[config.mk]
export PLATFORM = sky130hd
export DESIGN_NAME = uart_rx_fifo
export DESIGN_NICKNAME = d
export VERILOG_FILES = /design/src/rtl/uart_rx_fifo_pkg.sv /design/src/rtl/uart_fifo_ram.sv /design/src/rtl/uart_rx_fifo.sv
export SDC_FILE = /design/constraint.sdc
export NUM_CORES = 1
export LEC_CHECK = 0
export CAP_MARGIN = 25
export CORE_ASPECT_RATIO = 0.5
export CORE_UTILIZATION = 25
export DETAILED_ROUTE_END_ITERATION = 8
export SLEW_MARGIN = 15
export SYNTH_ARGS = -nofsm -noshare
export SYNTH_HDL_FRONTEND = slang
export SYNTH_SLANG_ARGS = --single-unit
export TNS_END_PERCENT = 100
[constraint.sdc]
create_clock -name clk -period 3.6 [get_ports clk]
set_clock_uncertainty 0.2 [all_clocks]
set_input_delay 0.72 -clock clk [delete_from_list [all_inputs] [get_ports clk]]
set_output_delay 0.72 -clock clk [all_outputs]
set_load 0.1 [all_outputs]
[src/rtl/uart_rx_fifo_pkg.sv]
// ============================================================================
// uart_rx_fifo_pkg : shared entry type and defaults for the UART RX FIFO.
// Revision: 1.0
// ============================================================================
`default_nettype none

package uart_rx_fifo_pkg;

  localparam int UART_RX_FIFO_DEFAULT_DEPTH = 16;

  typedef struct packed {
    logic       parity_err;
    logic [7:0] data;
  } rx_entry_t;

endpackage

`default_nettype wire

[src/rtl/uart_fifo_ram.sv]
// ============================================================================
// uart_fifo_ram : DEPTH x rx_entry_t register array, sync write, async read.
// Revision: 1.0
// ============================================================================
`default_nettype none

module uart_fifo_ram
  import uart_rx_fifo_pkg::*;
#(
  parameter int DEPTH = UART_RX_FIFO_DEFAULT_DEPTH
) (
  input  logic                     clk,
  input  logic                     we_i,
  input  logic [$clog2(DEPTH)-1:0] waddr_i,
  input  rx_entry_t                wdata_i,
  input  logic [$clog2(DEPTH)-1:0] raddr_i,
  output rx_entry_t                rdata_o
);

  rx_entry_t mem_q [DEPTH];

  always_ff @(posedge clk) begin
    if (we_i) begin
      mem_q[waddr_i] <= wdata_i;
    end
  end

  assign rdata_o = mem_q[raddr_i];

endmodule

`default_nettype wire

[src/rtl/uart_rx_fifo.sv]
// ============================================================================
// uart_rx_fifo : receive buffer behind the UART receiver, 1-cycle pop latency.
// Optional level interrupt enabled by defining UART_RX_FIFO_IRQ_EN.
// Revision: 1.0
// ============================================================================
`default_nettype none

module uart_rx_fifo
  import uart_rx_fifo_pkg::*;
#(
  parameter int DEPTH = UART_RX_FIFO_DEFAULT_DEPTH
) (
  input  logic                   clk,
  input  logic                   reset,
  input  logic [7:0]             rx_data,
  input  logic                   rx_valid,
  input  logic                   rx_parity_ok,
  input  logic                   rd_en,
  input  logic                   clear,
  output logic [7:0]             rd_data,
  output logic                   rd_parity_err,
  output logic                   rd_valid,
  output logic                   empty,
  output logic                   full,
  output logic [$clog2(DEPTH):0] count,
  output logic                   overrun
`ifdef UART_RX_FIFO_IRQ_EN
  ,
  input  logic [$clog2(DEPTH):0] irq_thresh,
  output logic                   irq
`endif
);

  localparam int AW = $clog2(DEPTH);
  localparam int PW = AW + 1;

  logic [PW-1:0] wr_ptr_q, wr_ptr_d;
  logic [PW-1:0] rd_ptr_q, rd_ptr_d;
  logic          overrun_q, overrun_d;
  logic          rd_valid_q, rd_valid_d;
  rx_entry_t     rd_entry_q, rd_entry_d;
  rx_entry_t     ram_rdata;
  rx_entry_t     wr_entry;
  logic          pop_ok;
  logic          push_ok;
  logic          ram_we;

  assign empty   = (wr_ptr_q == rd_ptr_q);
  assign full    = (wr_ptr_q[AW-1:0] == rd_ptr_q[AW-1:0]) && (wr_ptr_q[AW] != rd_ptr_q[AW]);
  assign count   = wr_ptr_q - rd_ptr_q;
  assign pop_ok  = rd_en && !empty;
  // A pop in the same cycle frees the slot, so a full buffer still accepts.
  assign push_ok = rx_valid && (!full || pop_ok);
  assign ram_we  = push_ok && !clear;
  assign wr_entry = '{parity_err: ~rx_parity_ok, data: rx_data};

  uart_fifo_ram #(.DEPTH(DEPTH)) u_ram (
    .clk     (clk),
    .we_i    (ram_we),
    .waddr_i (wr_ptr_q[AW-1:0]),
    .wdata_i (wr_entry),
    .raddr_i (rd_ptr_q[AW-1:0]),
    .rdata_o (ram_rdata)
  );

  always_comb begin
    wr_ptr_d   = wr_ptr_q;
    rd_ptr_d   = rd_ptr_q;
    overrun_d  = overrun_q;
    rd_valid_d = 1'b0;
    rd_entry_d = rd_entry_q;
    if (clear) begin
      wr_ptr_d  = '0;
      rd_ptr_d  = '0;
      overrun_d = 1'b0;
    end else begin
      if (push_ok) wr_ptr_d = wr_ptr_q + PW'(1);
      if (pop_ok) begin
        rd_ptr_d   = rd_ptr_q + PW'(1);
        rd_valid_d = 1'b1;
        rd_entry_d = ram_rdata;
      end
      if (rx_valid && !push_ok) overrun_d = 1'b1;
    end
  end

  always_ff @(posedge clk or negedge reset) begin
    if (!reset) begin
      wr_ptr_q   <= '0;
      rd_ptr_q   <= '0;
      overrun_q  <= 1'b0;
      rd_valid_q <= 1'b0;
      rd_entry_q <= '0;
    end else begin
      wr_ptr_q   <= wr_ptr_d;
      rd_ptr_q   <= rd_ptr_d;
      overrun_q  <= overrun_d;
      rd_valid_q <= rd_valid_d;
      rd_entry_q <= rd_entry_d;
    end
  end

  assign rd_data       = rd_entry_q.data;
  assign rd_parity_err = rd_entry_q.parity_err;
  assign rd_valid      = rd_valid_q;
  assign overrun       = overrun_q;

`ifdef UART_RX_FIFO_IRQ_EN
  logic irq_q;

  always_ff @(posedge clk or negedge reset) begin
    if (!reset) begin
      irq_q <= 1'b0;
    end else begin
      irq_q <= (count >= irq_thresh) || overrun_q;
    end
  end

  assign irq = irq_q;
`endif

endmodule

`default_nettype wire
; ---- Yosys cells after proc, flatten, opt, wreduce, memory -nomap -nowiden
; Memories as Yosys holds them, arrays and structs flattened. A register that Yosys moved wholly into a read port is not among the register bits.
; Cells that the tools add are included.
[op_classes]
shifts = 0
multipliers = 0
eq_ne = 3
addsub = 3
bitwise_logic = 2
div = 0
n_reduce_logical = 15
n_mux = 10
order_cmp = 0
[op_table]
columns = op, count
row1 = two-way mux 5 bit, 4
row2 = adder 5 x 1 -> 5 bit (second input constant), 2
row3 = two-way mux 1 bit, 6
row4 = nonzero test 2 bit, 3
row5 = equality test 5 bit, 1
row6 = logical AND 1 bit, 5
row7 = logical NOT 1 bit, 5
row8 = subtractor 5 bit, 1
row9 = equality test 4 bit, 1
row10 = inverter 1 bit, 2
row11 = AND reduction 2 bit, 1
row12 = logical OR 1 bit, 1
row13 = != test 1 bit, 1
[totals]
ramBits = 144
register_bits = 12
latch_bits = 0
romBits = 0
in_bits = 14
mem_count = 1
[mem_list]
columns = memory, words, word_bits, read_ports, rd_clocked_by_memory_dff, wr, line_no
row1 = u_ram.mem_q, 16, 9, 1, 1, 1, uart_fifo_ram.sv:20  ; rx_entry_t mem_q [DEPTH];

; ---- Longest topological paths before layout
[logic_depth]
word_depth = 9
ltp_mapped = 8

; ---- By module
; A second synthesis with hierarchy kept.
[unflattened]
cells_unflattened = 342
area_unflattened_um2 = 6731.5
[modules_own_cells]
columns = module, n_inst, area_per_inst_um2, seq_area_each_um2, cells_per_inst
row1 = uart_fifo_ram, 1, 5600.4, 4324.1, 245
row2 = uart_rx_fifo, 1, 1131.1, 525.5, 97

; ---- Worst setup path after synthesis
; Ideal clock, no wire load.
[synth_path]
path_kind = register to output
start = register rd_ptr_q[1]
end = output count[3]
required_ns = 2.680
stages_incl_launch_ff = 7
arrival_time_ns = 2.918
path_slack_ns = -0.238
path_buffers = 1
path_cell_list = dfrtp_1 -> clkbuf_1 -> clkinv_1 -> ha_1 -> a21o_1 -> a21oi_1 -> xnor2_1
[synth_between]
elab_chain_cells = 1
[synth_rtl]
columns = element, line_no
row1 = start: declaration, uart_rx_fifo.sv:38  ; logic [PW-1:0] rd_ptr_q, rd_ptr_d;
row2 = start signal: assignment, uart_rx_fifo.sv:96  ; rd_ptr_q <= rd_ptr_d;
row3 = subtractor 5 bit, uart_rx_fifo.sv:50  ; assign count = wr_ptr_q - rd_ptr_q;
row4 = end: declaration, uart_rx_fifo.sv:25  ; output logic [$clog2(DEPTH):0] count,
; No other way between the ends.

; ---- Final worst setup path
[layout_path]
start = register rd_ptr_q[1]
end = output full
[layout_between]
elab_chain_cells = 2
[layout_rtl]
columns = element, line_no
row1 = equality test 4 bit, uart_rx_fifo.sv:49  ; assign full = (wr_ptr_q[AW-1:0] == rd_ptr_q[AW-1:0]) && (wr_ptr_q[AW] != rd_ptr_q[AW]);
row2 = logical AND 1 bit, uart_rx_fifo.sv:49
row3 = end: declaration, uart_rx_fifo.sv:24  ; output logic full,
; No other way between the ends.

==> flow_summary.ini <==
[detailed_routing]
antenna_left = 0
firstDrtPassIters = 9
drc_errors = 1
wire_per_inst_um = 17.9
first_iter_violations = 358
routed_wl_um = 14900
vias = 3702
via_per_inst = 4.45

[layout]
layout-drive-gt1-share_pct = 19.4
area_delta_synth_final_pct = 21.7
n_antenna_cell = 0
multi_input_area_sq_um = 1750
nets = 491
fin_util_pct = 31.0
regArea_sq_um = 4850
nFillCells = 2581

[worst_setup_path]
crit_path_start_kind = flip-flop
path_cells = clkinv_1 > ha_1 > nand4_1 > nor2_2 > buf_12
r2r-end = u_ram.mem_q[3][3]
r2r-start = rd_ptr_q[1]
crit_fanout = 10
slowest_stage = ha_1
endpoint = full
path_buf_inv = 2
path_delay_family = simple AND/OR/NAND/NOR gates
critPathKind = flip-flop to output port
critical_path_required_ns = 2.68
reg2reg_slack_ns = 0.77
cp-startpoint = rd_ptr_q[1]
crit_cells = 5
endpoint_kind = output port
r2r.worst_path.cells = 8
worstPathArrival_ns = 2.39
slowest_delay_ns = 0.46

[cts]
worstSkewPairLatency_ns = 0.42
cts_hold_buf = 0
cts.clk_slew.worst_paths_ns = 0.06
cts_buffer_depth = 2
cts.sinks = 165
cts-root-buf = clkbuf_16
cts_resized = 0
cts_setup_buffers = 0
htreeDepth = 4
cts_buffers = 17
cts_tree = built

[logic_synthesis]
synth.ff_latch_count = 165
ys_warn_count = 0
syn-num-nets = 432
ys.flop_type = edfxtp_1
synth_area_sq_um = 6730
async_flop_share_pct = 12.7
syn_avg_cell_area_sq_um = 16.5
synthesis.instances = 408
synth.distinct_cells = 40
synth_area_leaders = edfxtp_1, mux2i_1, dfrtp_1
synth_area_leader_cell = edfxtp_1
synth_edf_count = 144
synth_top_area_share_pct = 64.3
yosys.cell_count.top_type = edfxtp_1
synthTopCellsByCount = edfxtp_1, mux2i_1, nor2_1, dfrtp_1, o22ai_1
yosysSeqAreaShare_pct = 72.1

[global_routing]
overflow = 0
grt_antenna_before_repair = 0
grt_usage_pct = 11.4
grt_pass1_vias = 3700
grt_pass1_wl_um = 22600
grt_max_degree = 38

[sta]
grt_setup_unrepaired = no
finalHoldWorstSlack_ns = 0.307
fin_crit_sh_pct = 92.1
worstMarginPinSlew_ns = 0.885
tns_ns = 0
fmax_mhz = 302
slew_headroom_pct = 40.8
period_needed_ns = 3.31
setup_viol = 0
drv_slew = 0
hold_violations = 0

[pwr]
power_density_nw_per_um2 = 647
power_leakage_nw = 2.68
ir_drop_mv = 0.324

[placed_design]
port_buffers = 31
globalplace.congestion = 0.774
hpwl_um = 10100

[floorplan]
pin_count = 32
rows = 42
die_h_um = 118
dieArea_sq_um = 27600
initial_core_util_pct = 25.5
die_x_um = 234
core_sq_um = 26400

[status]
violations = DRC
outcome = complete, but fails checks

[job]
max-cap-violations = 0

[min_path]
hp-class = flip-flop to flip-flop
-- worst min path at each step --
stage | start | end | slack, ns | cells after the start
floorplan | reset | overrun | 0.22 | 0
global placement | overrun | overrun | 0.32 | 2
detailed placement | overrun | overrun | 0.31 | 2
CTS | overrun | overrun | 0.32 | 2
global route | overrun | overrun | 0.35 | 2
finish | overrun | overrun | 0.31 | 2
-- flip-flops by register name (all words and copies together) (netlist names) --
register       flops
rd_data            8
rd_parity_err      1
wr_ptr_q           5
rd_ptr_q           5
rd_valid           1
overrun            1
u_ram.mem_q      144
-- logic make-up (layout without fill, tap and decap cells) --
family                   Yosys count  after routing  synth area share [%]
adder cells (fa/ha/maj)           10             10                  1.97
AO/OA/AOI/OAI                     64             64                  6.64
flip-flops                       165            165                  72.1
XOR/XNOR                           9              9                  1.39
multiplexers                      65             65                  11.3
AND/OR/NAND/NOR                   65             65                  4.31
buffers and inverters             30            101                  2.25
-- area by class of cell --
cell class	instances	share of cell area, %
Tap cell	352	5.38
Timing Repair Buffer	58	6.48
Multi-Input combinational cell	213	21.4
Inverter	12	0.550
Clock inverter	11	1.53
Sequential cell	165	59.3
Clock buffer	20	5.33
-- placed cells by master (no fill, tap or decap), types with 5 or more instances in the layout --
cell | Yosys | routed
edfxtp_1 | 144 | 144
mux2i_1 | 56 | 56
a31oi_1 | 10 | 10
nand2_1 | 6 | 6
inv_1 | 11 | 11
clkdlybuf4s50_1 | 0 | 13
a221oi_1 | 9 | 9
buf_12 | 0 | 5
clkbuf_16 | 0 | 17
o21ai_0 | 13 | 13
nor2_1 | 40 | 38
mux4_2 | 9 | 9
o22ai_1 | 18 | 18
buf_4 | 2 | 40
ha_1 | 9 | 9
dfrtp_1 | 21 | 20
a21oi_1 | 6 | 6
-- where the power goes --
part / internal, mW / switching [mW] / leakage [nW]
Combinational: 0.404 / 0.963 / 0.864
Clock: 1.02 / 0.713 / 0.261
Sequential: 2.15 / 0.0462 / 1.56
Total: 3.58 / 1.72 / 2.68
-- routing by layer --
| layer | wire length (um) | GRT usage, % | vias up | part of all wire (%) |
|---|---|---|---|---|
| li1 | - | - | 1704 | - |
| met4 | 357 | 4.71 | 0 | 2.4 |
| met3 | 938 | 2.50 | 15 | 6.3 |
| met5 | 0 | 0 | - | 0 |
| met2 | 6480 | 16.4 | 125 | 44 |
| met1 | 7090 | 16.4 | 1858 | 48 |
-- tightest hold or removal path: stages, from the launching register on --
cell	delay, ns
dfrtp_1	0.34
a31oi_1	0.05
nor2_1	0.07
-- per-stage QoR --
stage | power [mW] | instances | area, sq um | setup slack (ns)
floorplan | 3.26 | 408 | 6760 | 0.291
global placement | 3.60 | 799 | 7600 | 0.684
detailed placement | 3.61 | 800 | 7620 | 0.672
CTS | 5.34 | 831 | 8190 | 0.263
global route | 5.47 | 831 | 8190 | 0.0886
finish | 5.30 | 831 | 8190 | 0.286
Note: power is estimated with default switching activity, not from simulation.
